### src/rtl/logicnet_pipe_ctrl.sv
// -----------------------------------------------------------------------------
// logicnet_pipe_ctrl
// Valid/ready sequencer for a chain of NUM_LAYERS registered LUT-layer stages.
// It tracks which layer registers hold valid data and generates per-layer load
// enables. Backpressure ripples back from the consumer, bubbles compact toward
// the output, and a synchronous flush empties the whole chain.
//
// Parameters
//   NUM_LAYERS : number of layer stages (1..16)
//   CNT_W      : width of the optional performance counters
//
// Ports
//   clk        : clock, rising edge
//   rst        : asynchronous active-low reset
//   in_valid   : input vector presented to layer 0
//   in_ready   : layer 0 accepts this cycle (combinational)
//   out_valid  : final layer holds a valid result
//   out_ready  : consumer takes the result this cycle
//   flush      : synchronous invalidate of every stage
//   stage_en   : per-layer register load enable (combinational)
//   stage_vld  : per-layer valid flags
//   occupancy  : registered count of valid layers
//
// Optional feature (macro LOGICNET_PIPE_PERF_CNT_EN):
//   acc_cnt    : accepted vectors
//   out_cnt    : delivered results
//   stall_cnt  : cycles with a result held by a stalled consumer
// -----------------------------------------------------------------------------
module logicnet_pipe_ctrl #(
  parameter int unsigned NUM_LAYERS = 4,
  parameter int unsigned CNT_W      = 16
) (
  input  logic                  clk,
  input  logic                  rst,
  input  logic                  in_valid,
  output logic                  in_ready,
  output logic                  out_valid,
  input  logic                  out_ready,
  input  logic                  flush,
  output logic [NUM_LAYERS-1:0] stage_en,
  output logic [NUM_LAYERS-1:0] stage_vld,
  output logic [4:0]            occupancy
`ifdef LOGICNET_PIPE_PERF_CNT_EN
  ,
  output logic [CNT_W-1:0]      acc_cnt,
  output logic [CNT_W-1:0]      out_cnt,
  output logic [CNT_W-1:0]      stall_cnt
`endif
);

  localparam int unsigned LAST  = NUM_LAYERS - 1;
  localparam int unsigned OCC_W = 5;

  logic [NUM_LAYERS-1:0] v_q;
  logic [NUM_LAYERS-1:0] v_d;
  logic [NUM_LAYERS-1:0] ready;
  logic [OCC_W-1:0]      occ_q;
  logic [OCC_W-1:0]      occ_d;

  // Backpressure chain, built with a running term so no bit reads its own vector
  always_comb begin : ready_chain
    logic r;
    ready = '0;
    r     = out_ready;
    for (int s = int'(LAST); s >= 0; s--) begin
      r        = !v_q[s] | r;
      ready[s] = r;
    end
  end

  // Load enables; flush and reset suppress every handshake
  always_comb begin : enables
    in_ready    = ready[0] & !flush & rst;
    stage_en    = '0;
    stage_en[0] = in_valid & in_ready;
    for (int s = 1; s < int'(NUM_LAYERS); s++) begin
      stage_en[s] = v_q[s-1] & ready[s] & !flush & rst;
    end
  end

  // Next valid vector and its popcount
  always_comb begin : next_state
    v_d = v_q;
    if (flush) begin
      v_d = '0;
    end else begin
      for (int s = 0; s < int'(NUM_LAYERS); s++) begin
        if (stage_en[s]) begin
          v_d[s] = 1'b1;
        end else if (ready[s]) begin
          // Contents moved on (or were consumed) with nothing replacing them
          v_d[s] = 1'b0;
        end
      end
    end
    occ_d = '0;
    for (int s = 0; s < int'(NUM_LAYERS); s++) begin
      occ_d = occ_d + OCC_W'(v_d[s]);
    end
  end

  // Valid flags and occupancy
  always_ff @(posedge clk or negedge rst) begin
    if (!rst) begin
      v_q   <= '0;
      occ_q <= '0;
    end else begin
      v_q   <= v_d;
      occ_q <= occ_d;
    end
  end

  assign stage_vld = v_q;
  assign out_valid = v_q[LAST];
  assign occupancy = occ_q;

`ifdef LOGICNET_PIPE_PERF_CNT_EN
  logic [CNT_W-1:0] acc_cnt_q;
  logic [CNT_W-1:0] out_cnt_q;
  logic [CNT_W-1:0] stall_cnt_q;

  // Wrapping performance counters, cleared by flush
  always_ff @(posedge clk or negedge rst) begin
    if (!rst) begin
      acc_cnt_q   <= '0;
      out_cnt_q   <= '0;
      stall_cnt_q <= '0;
    end else if (flush) begin
      acc_cnt_q   <= '0;
      out_cnt_q   <= '0;
      stall_cnt_q <= '0;
    end else begin
      if (stage_en[0]) begin
        acc_cnt_q <= acc_cnt_q + CNT_W'(1);
      end
      if (out_valid && out_ready) begin
        out_cnt_q <= out_cnt_q + CNT_W'(1);
      end
      if (out_valid && !out_ready) begin
        stall_cnt_q <= stall_cnt_q + CNT_W'(1);
      end
    end
  end

  assign acc_cnt   = acc_cnt_q;
  assign out_cnt   = out_cnt_q;
  assign stall_cnt = stall_cnt_q;
`endif

endmodule

### config.mk
export PLATFORM = sky130hd
export DESIGN_NAME = logicnet_pipe_ctrl
export DESIGN_NICKNAME = d
export VERILOG_FILES = /design/src/rtl/logicnet_pipe_ctrl.sv
export SDC_FILE = /design/constraint.sdc
export NUM_CORES = 1
export LEC_CHECK = 0
export ABC_AREA = 1
export CAP_MARGIN = 20
export CORE_AREA = 3 3 40 42
export CTS_BUF_LIST = sky130_fd_sc_hd__clkbuf_16
export CTS_CLUSTER_SIZE = 25
export DETAILED_ROUTE_END_ITERATION = 8
export DIE_AREA = 0 0 43 45
export PLACE_DENSITY_LB_ADDON = 0.1
export SYNTH_ARGS = -nofsm -noshare
export SYNTH_HDL_FRONTEND = slang
export SYNTH_SLANG_ARGS = --single-unit
### constraint.sdc
create_clock -name clk -period 2.51 [get_ports clk]
set_input_delay 0.6275 -clock clk [delete_from_list [all_inputs] [get_ports clk]]
set_output_delay 0.6275 -clock clk [all_outputs]
set_load 0.03 [all_outputs]
==> flow_summary.json, run 1 <==
{
  "run_status": "finished, final reports clean",
  "leakagePower_nw": 0.398,
  "total_of_max_cap_violations": 0,
  "slew_violations": 0,
  "multiInputGateArea_um2": 165,
  "yosys_warnings": 0,
  "synth-seq-cells": 7,
  "syn-mean-instance-area_um2": 9.57,
  "ctsHoldBuffers": 0,
  "io_buffer_count": 17,
  "min_period_over_period_pct": 94.8,
  "drtAntennaViolNets": 0,
  "power_per_cell_area_nw_per_um2": 600,
  "net_sw_share_pct": 20.1,
  "antennaDiodeCount": 0,
  "cts_buffer_depth": 2,
  "ys_seq_area_share_pct": 42.6,
  "routedWlPerCell_um": 10.2,
  "drc_errors": 0,
  "dieHeight_um": 45,
  "asr_flop_ratio_synth_pct": 100,
  "layout.nets": 79,
  "synth_enable_flop_cells": 0,
  "totalNegativeSetupSlack_ns": 0,
  "critical_path_required_ns": 2.62,
  "maximum_fanout_encountered_on_the_critical_timing_path": 5,
  "number_of_antenna_violations_at_the_first_check_in_global_routing": 0,
  "cp.arrival_ns": 2.49,
  "setup_violations": 0,
  "synth_top_cells_by_area": "dfrtp_1 (43%), inv_1 (10%), ha_1 (6.1%)",
  "period_needed_ns": 2.38,
  "clockRootBuffer": "clkbuf_16",
  "area.sequential_um2": 175,
  "preCtsSetupSlack_ns": -0.179,
  "grt.overflow.total": 0,
  "num-fill-cells": 123,
  "synth_cells": 43,
  "ir_worst_vdd_uv": 504,
  "setup.worst_path.start_class": "input pin",
  "clk-insertion-delay-late_ns": 0.23,
  "design.core.area_um2": 1280,
  "cts_htree_levels": 1,
  "yosys.area.top_type": "dfrtp_1",
  "max_freq_ghz": 0.420,
  "numClockSinks": 7,
  "synth.most_common_cell": "inv_1",
  "cts.clk_slew.worst_paths_ns": 0.04,
  "global_route_wire_length_before_repair_um": 1440,
  "post_route_cells_drive_above_1_share_pct": 40.0,
  "ys_top_cells_by_count": "inv_1 (11), dfrtp_1 (7), buf_4 (3), inv_2 (3)",
  "floorplan.die_area_um2": 1940,
  "seq_power_share_pct": 27.1,
  "post_synth_top_area_share_pct": 42.6,
  "flow.area_growth_from_synthesis_pct": 72.9,
  "clockPowerShare_pct": 63.5,
  "gr_usage_total_pct": 10.7,
  "cts_tree": "built",
  "hold_path.class": "flip-flop to flip-flop",
  "postLayoutCoreUtil_pct": 55.4,
  "number_of_violations_reported_at_the_end_of_detailed_routing_iteration_0": 3,
  "ys_types": 19,
  "buffers_inserted_by_post_cts_timing_repair": 0,
  "num_vias": 346,
  "detailed_routing_iterations_pass_1": 2,
  "floorplan.die.width_um": 43,
  "total_power_mw": 0.427,
  "internal-power_mw": 0.341,
  "number_of_global_route_vias_before_repair": 351,
  "fp-row-count": 13,
  "ys_dominant_reg_cell": "dfrtp_1",
  "ctsResizeCount": 0,
  "floorplan.io_pins": 20,
  "gp_congestion": 0.680,
  "finalClockSkew_ns": 0.00207,
  "timing_worst_setup_path_type": "input pin to flip-flop",
  "viasPerCell": 4.07,
  "syn-cell-area_um2": 412,
  "netSwitchingPower_mw": 0.0857,
  "hold_viol": 0,
  "dp_hpwl_um": 707,
  "grt_start_max_net_pins": 8,
  "initial_utilization_pct": 32.0,
  "cts-buffers-inserted": 3,
  "timing.final.ws_setup_ns": 0.129,
  "routed_wl_um": 864,
  "end_kind": "flip-flop",
  "grt_setup_unrepaired": "no",
  "share_comb_of_total_power_pct": 9.5
}
==> cell families after synthesis <==
logic type	synth area share [%]
adder cells (fa/ha/maj)	10.9
flip-flops	42.6
buffers and inverters	18.2
AO/OA/AOI/OAI	6.99
other	0.911
AND/OR/NAND/NOR	20.4
==> critical path: stages <==
cell,delay (ns)
clkdlybuf4s50_1,0.52
nand2_4,0.09
inv_2,0.07
nand3_2,0.08
o21ai_2,0.08
inv_2,0.05
fa_1,0.49
inv_1,0.04
ha_1,0.17
ha_1,0.26
==> power by group through the flow <==
stage | sequential [mW] | combinational (mW) | clock, mW
2_1_floorplan | 0.120 | 0.0176 | 0
3_3_place_gp | 0.117 | 0.0409 | 0
3_5_place_dp | 0.117 | 0.0410 | 0
4_1_cts | 0.116 | 0.0413 | 0.277
5_1_grt | 0.116 | 0.0435 | 0.286
6_report | 0.116 | 0.0403 | 0.271
==> metal layers <==
layer  wire [um]  GRT usage, %  up-vias
met2         442          16.2        9
met5           0             0        -
met4          10          10.8        0
li1            -             -      179
met1         368          11.9      156
met3          43          2.79        2
==> placed cells by master (no fill, tap or decap), types with 2 or more instances in the layout <==
master	n
conb_1	2
inv_2	3
nand3_2	2
nor3_1	2
clkdlybuf4s50_1	11
dfrtp_1	7
ha_1	2
inv_1	11
buf_4	13
o21ai_2	2
clkbuf_16	3
==> stage by stage <==
step	instances	hold WS (ns)	cell area (um^2)
final	85	0.607	712
after global routing	85	0.637	712
after CTS	85	0.616	709
after detailed placement	81	0.607	629
after global placement	81	0.614	629
after floorplan	44	0.332	415
==> worst paths after layout <==
path | cells past startpoint | startpoint | slack [ns] | endpoint
max | 10 | rst | 0.13 | occupancy[1]
min reg2reg | 2 | stage_vld[0] | 0.61 | stage_vld[1]
max in group asynchronous | 2 | rst | 1.62 | stage_vld[0]
max reg2reg | 9 | stage_vld[3] | 0.49 | occupancy[1]
min in group asynchronous | 2 | rst | 0.77 | stage_vld[3]
min | 2 | stage_vld[0] | 0.61 | stage_vld[1]
==> state kept, by name, indices dropped and copies added (netlist names) <==
signal / count
occupancy: 3
stage_vld: 4
==> cell type report <==
type                    count  share of cell area [%]
clock buffers               3                    10.5
well taps                  15                    2.64
clock inverters             1                   0.703
multi-input cells          20                    23.2
repair buffers             25                    30.9
flip-flops and latches      7                    24.6
inverters                  14                    7.38
No activity file was read; power rests on OpenSTA's default activity.
==> inputs of run 2 (changes only) <==
CORE_AREA = 5 5 42 44   (was 3 3 40 42)
DIE_AREA = 0 0 47 49   (was 0 0 43 45)
==> run 2 against run 1 <==
- routed wire length grew 6.9%
- critical endpoint unchanged
- largest power group unchanged
- sequential power is essentially flat
- count of clock-buffer cells in the layout is the same
==> flow_summary.json, run 2 (synthesis results as in run 1) <==
{
  "preCtsSetupSlack_ns": -0.171,
  "hold_path.class": "flip-flop to flip-flop",
  "dp_hpwl_um": 765,
  "cts_buffer_depth": 2,
  "critical_path_required_ns": 2.62,
  "totalNegativeSetupSlack_ns": 0,
  "floorplan.die.width_um": 47,
  "routed_wl_um": 924,
  "run_status": "finished, final reports clean",
  "total_power_mw": 0.426,
  "area.sequential_um2": 175,
  "gp_congestion": 0.748,
  "num-fill-cells": 131,
  "ir_worst_vdd_uv": 490,
  "drt-met1-wl_um": 346,
  "number_of_violations_reported_at_the_end_of_detailed_routing_iteration_0": 3,
  "grt_setup_unrepaired": "no",
  "antennaDiodeCount": 0,
  "detailed_routing_iterations_pass_1": 4,
  "dr_wl_met2_um": 458,
  "fp-row-count": 14,
  "finalClockSkew_ns": 0.000150,
  "gr_usage_total_pct": 9.81,
  "power_per_cell_area_nw_per_um2": 600,
  "design.core.area_um2": 1400,
  "ctsHoldBuffers": 0,
  "global_route_wire_length_before_repair_um": 1500,
  "num_vias": 358,
  "viasPerCell": 4.16,
  "maxUsedRoutingLayer": "met4",
  "leakagePower_nw": 0.391,
  "initial_utilization_pct": 29.4,
  "end_kind": "flip-flop",
  "instances_no_fill": 86,
  "numClockSinks": 7,
  "most-common-layout-cells": "buf_4 (13), inv_1 (12), clkdlybuf4s50_1 (12)",
  "leading_cell_type_in_the_layout_fill_and_taps_excluded": "buf_4",
  "routedWlPerCell_um": 10.7,
  "post_dp_cell_area_um2": 631,
  "grt.overflow.total": 0,
  "floorplan.io_pins": 20,
  "slew_violations": 0,
  "layout.nets": 79,
  "grt_start_max_net_pins": 8,
  "io_buffer_count": 17,
  "floorplan.die_area_um2": 2300,
  "timing_worst_setup_path_type": "input pin to flip-flop",
  "min_period_over_period_pct": 95.9,
  "largest_reg_flops": 4,
  "setup.worst_path.start_class": "input pin",
  "drtAntennaViolNets": 0,
  "cp.arrival_ns": 2.52,
  "drc_errors": 0,
  "timing.final.ws_setup_ns": 0.103,
  "multiInputGateArea_um2": 165,
  "cts_htree_levels": 1,
  "cts-buffers-inserted": 3,
  "max_freq_ghz": 0.415,
  "clockRootBuffer": "clkbuf_16",
  "dieHeight_um": 49,
  "cts.clk_slew.worst_paths_ns": 0.04,
  "number_of_antenna_violations_at_the_first_check_in_global_routing": 0,
  "period_needed_ns": 2.41,
  "finished_cell_area_um2": 709,
  "number_of_global_route_vias_before_repair": 356,
  "numPlacedInstances": 82,
  "hold_viol": 0,
  "clk-insertion-delay-late_ns": 0.23,
  "cts_tree": "built",
  "setup_violations": 0,
  "met3_length_um": 86,
  "total_of_max_cap_violations": 0,
  "flow.area_growth_from_synthesis_pct": 72.3,
  "maximum_fanout_encountered_on_the_critical_timing_path": 5,
  "post_route_cells_drive_above_1_share_pct": 38.6
}
## run 2: stage by stage
step | hold WS (ns) | utilization (%)
after CTS | 0.637 | 50.6
after detailed placement | 0.633 | 45.0
after floorplan | 0.332 | -
after global routing | 0.652 | 50.6
after global placement | 0.637 | 45.0
final | 0.633 | 50.6
## run 2: where the power goes
group / internal (mW) / switching (mW)
Sequential: 0.115 / 0.000947
Clock: 0.207 / 0.0621
Combinational: 0.0177 / 0.0231
## run 2: final cells by class
class | instances | area share (%)
clock buffers | 3 | 10.6
clock inverters | 1 | 0.529
inverters | 14 | 7.41
multi-input cells | 20 | 23.3
flip-flops and latches | 7 | 24.7
well taps | 16 | 2.82
repair buffers | 25 | 30.7
## run 2: worst paths after layout
path / from / endpoint / slack (ns) / cells past startpoint
min in group asynchronous: rst / occupancy[2] / 0.78 / 2
max in group asynchronous: rst / stage_vld[1] / 1.61 / 2
max reg2reg: stage_vld[3] / occupancy[1] / 0.51 / 9
max: out_ready / occupancy[1] / 0.10 / 9
min reg2reg: stage_vld[0] / stage_vld[1] / 0.63 / 2
min: stage_vld[0] / stage_vld[1] / 0.63 / 2
## run 2: layer usage
layer / global-route usage, % / vias to the layer above
li1: - / 181
met5: 0 / -
met1: 11.3 / 161
met3: 4.43 / 4
met4: 8.29 / 0
met2: 13.1 / 12
## run 2: critical path, cell delays in order
cell and delay, ns:
clkdlybuf4s50_1 0.44, nor2_4 0.15, nand3_2 0.11, o21ai_2 0.18, inv_2 0.05, fa_1 0.50
inv_1 0.04, ha_1 0.17, ha_1 0.26
## run 2: repair_timing
action / in CTS / in global routing
gates resized for setup: 0 / 0
setup endpoints to repair: 0 / 1
setup buffers: 0 / 0
==> inputs of run 3 (changes only) <==
ABC_AREA = default   (was 1)
clock period = 2.2 ns   (was 2.51 ns; I/O delays follow)
==> run 3 against run 2 <==
- routed wire length up 24%
- area after synthesis shrank 0.91%
- total power rose by 15%
- final area is 1.8% higher
- hold slack got worse by 0.19 ns
- combinational power up 34%
- first-iteration DRC count grew 100%
- critical path depth is 3 lower
- clock skew about the same
- die area is the same
- core utilization increased by 0.89 points
- critical endpoint unchanged
- non-clock buffer count is 2 higher
==> flow_summary.json, run 3 <==
{
  "hold_path.class": "input pin to async pin",
  "leakagePower_nw": 0.373,
  "number_of_antenna_violations_at_the_first_check_in_global_routing": 0,
  "setup.worst_path.start_class": "input pin",
  "gp_congestion": 0.770,
  "yosys_warnings": 0,
  "setup_violations": 0,
  "synth.most_common_cell": "dfrtp_1",
  "antennaDiodeCount": 0,
  "grt.overflow.total": 0,
  "yosys.area.top_type": "dfrtp_1",
  "timing.reg2reg.worst_path_depth": 6,
  "cpMostUsedCell": "ha_1",
  "routed_wl_um": 1140,
  "synth-seq-cells": 7,
  "dieHeight_um": 49,
  "num_vias": 402,
  "leading_cell_type_in_the_layout_fill_and_taps_excluded": "buf_4",
  "asr_flop_ratio_synth_pct": 100,
  "synth_cells": 38,
  "clockRootBuffer": "clkbuf_16",
  "total_of_max_cap_violations": 0,
  "cts.clk_slew.worst_paths_ns": 0.03,
  "floorplan.die.width_um": 47,
  "synth_compound_gate_area_share_pct": 15.3,
  "total_power_mw": 0.488,
  "run_status": "finished, final reports clean",
  "area.sequential_um2": 175,
  "num-fill-cells": 132,
  "post_route_cells_drive_above_1_share_pct": 35.8,
  "synthXorXnorAreaFrac_pct": 0,
  "finalClockSkew_ns": 0.000255,
  "design.core.area_um2": 1400,
  "worstPathCellList": "clkdlybuf4s50_1 -> a32oi_2 -> fa_1 -> inv_1 -> ha_1 -> ha_1",
  "grt_setup_unrepaired": "no",
  "ys_dominant_reg_cell": "dfrtp_1",
  "max_freq_ghz": 0.477,
  "preCtsSetupSlack_ns": -0.446,
  "cts_buffer_depth": 2,
  "dp_hpwl_um": 905,
  "io_buffer_count": 17,
  "cp_num_buf_inv": 2,
  "power_per_cell_area_nw_per_um2": 677,
  "cp.arrival_ns": 2.20,
  "post_dp_cell_area_um2": 634,
  "cts_htree_levels": 1,
  "synthSimpleGateAreaFrac_pct": 21.5,
  "number_of_violations_reported_at_the_end_of_detailed_routing_iteration_0": 6,
  "syn-cell-area_um2": 408,
  "worst_r2r_endpoint": "occupancy[1]",
  "cts_tree": "built",
  "detailed_routing_iterations_pass_1": 3,
  "post_synth_top_area_share_pct": 42.9,
  "numClockSinks": 7,
  "synth.mux.area_fraction_pct": 0,
  "synth_top_cells_by_area": "dfrtp_1 (43%), ha_1 (6.1%), buf_4 (5.5%)",
  "postLayoutCoreUtil_pct": 51.5,
  "reg2reg_launch_point": "stage_vld[2]",
  "viasPerCell": 4.84,
  "global_route_wire_length_before_repair_um": 1790,
  "multiInputGateArea_um2": 210,
  "ctsHoldBuffers": 0,
  "synth_fa_ha_area_share_pct": 11.0,
  "most-common-layout-cells": "buf_4 (15), clkdlybuf4s50_1 (9), dfrtp_1 (7)",
  "hold_viol": 0,
  "cts-buffers-inserted": 3,
  "syn-mean-instance-area_um2": 10.7,
  "min_period_over_period_pct": 95.4,
  "end_kind": "flip-flop",
  "initial_utilization_pct": 29.1,
  "number_of_global_route_vias_before_repair": 423,
  "grt_start_max_net_pins": 8,
  "ys_seq_area_share_pct": 42.9,
  "critical_path_required_ns": 2.31,
  "layout.nets": 76,
  "clk-insertion-delay-late_ns": 0.23,
  "synth_enable_flop_cells": 0,
  "hold_slack_ns": 0.447,
  "gr_usage_total_pct": 10.9,
  "path_delay_family": "adder cells",
  "slew_violations": 0,
  "ys_types": 19,
  "timing.final.ws_setup_ns": 0.102,
  "drtAntennaViolNets": 0,
  "drc_errors": 0,
  "ir_worst_vdd_uv": 556,
  "max_stage_delay_ns": 0.53,
  "maximum_fanout_encountered_on_the_critical_timing_path": 3,
  "ys_top_cells_by_count": "dfrtp_1 (7), a21oi_1 (4), and3_1 (3), buf_4 (3), nand2_1 (3)",
  "timing_worst_setup_path_type": "input pin to flip-flop",
  "period_needed_ns": 2.10,
  "finished_cell_area_um2": 722,
  "fp-row-count": 14,
  "floorplan.io_pins": 20,
  "flow.area_growth_from_synthesis_pct": 77.0,
  "floorplan.die_area_um2": 2300,
  "largest_reg_flops": 4,
  "combinational_family_with_the_most_area_after_synthesis": "simple AND/OR/NAND/NOR gates",
  "critPathSlowestCell": "clkdlybuf4s50_1",
  "reg2reg_setup_slack_ns": 0.24,
  "routedWlPerCell_um": 13.8
}
==> run 3: what timing repair did <==
item                       CTS  global route
gates resized for setup      4             3
buffers inserted             1             0
setup endpoints to repair    8             1
pin swaps                    1             3
==> run 3: worst max path at each step <==
| stage | startpoint | end | slack [ns] | cells after the start |
|---|---|---|---|---|
| 6_report | in_valid | occupancy[1] | 0.10 | 6 |
| 5_1_grt | rst | occupancy[1] | 0.03 | 7 |
| 4_1_cts | out_ready | occupancy[1] | 0.05 | 7 |
| 3_5_place_dp | out_ready | occupancy[1] | -0.45 | 7 |
| 3_3_place_gp | out_ready | occupancy[1] | -0.40 | 7 |
| 2_1_floorplan | out_ready | occupancy[1] | 0.08 | 6 |
==> run 3: power by group <==
group | internal (mW) | leakage (nW) | switching [mW]
combinational | 0.0236 | 0.234 | 0.0310
clock | 0.236 | 0.0423 | 0.0638
sequential | 0.132 | 0.0965 | 0.00231
total | 0.391 | 0.373 | 0.0970
==> run 3: area by class of cell <==
class | instances | area share [%]
clock buffer | 3 | 10.4
clock inverter | 1 | 0.520
inverter | 3 | 1.56
multi-input combinational | 26 | 29.1
sequential | 7 | 24.3
tap | 16 | 2.77
timing repair buffer | 27 | 31.4
==> run 3: layer usage <==
layer  global-route usage [%]  vias up  wire length (um)
li1                         -      188                 -
met1                     11.3      201               424
met2                     18.3       13               614
met3                     5.90        0               103
met4                     2.76        0                 0
met5                        0        -                 0
==> run 3: cell families (layout without fill, tap and decap cells) <==
kind of cell	Yosys count	count (layout)
AOI/OAI and AO/OA	9	9
and+or+nand+nor	12	12
adders and majority gates	3	3
DFF	7	7
buffers and inverters	6	34
other	1	2
==> run 3: per-stage QoR <==
stage	cells	TNS (ns)
after detailed placement	78	-1.63
after global routing	83	0
final	83	0
after CTS	83	0
after global placement	78	-1.42
after floorplan	39	0
==> run 3: worst register-to-register path, stage by stage (launching register included) <==
cell	delay [ns]
dfrtp_1	0.42
and4b_4	0.28
a32oi_2	0.11
fa_1	0.52
inv_1	0.05
ha_1	0.17
ha_1	0.29
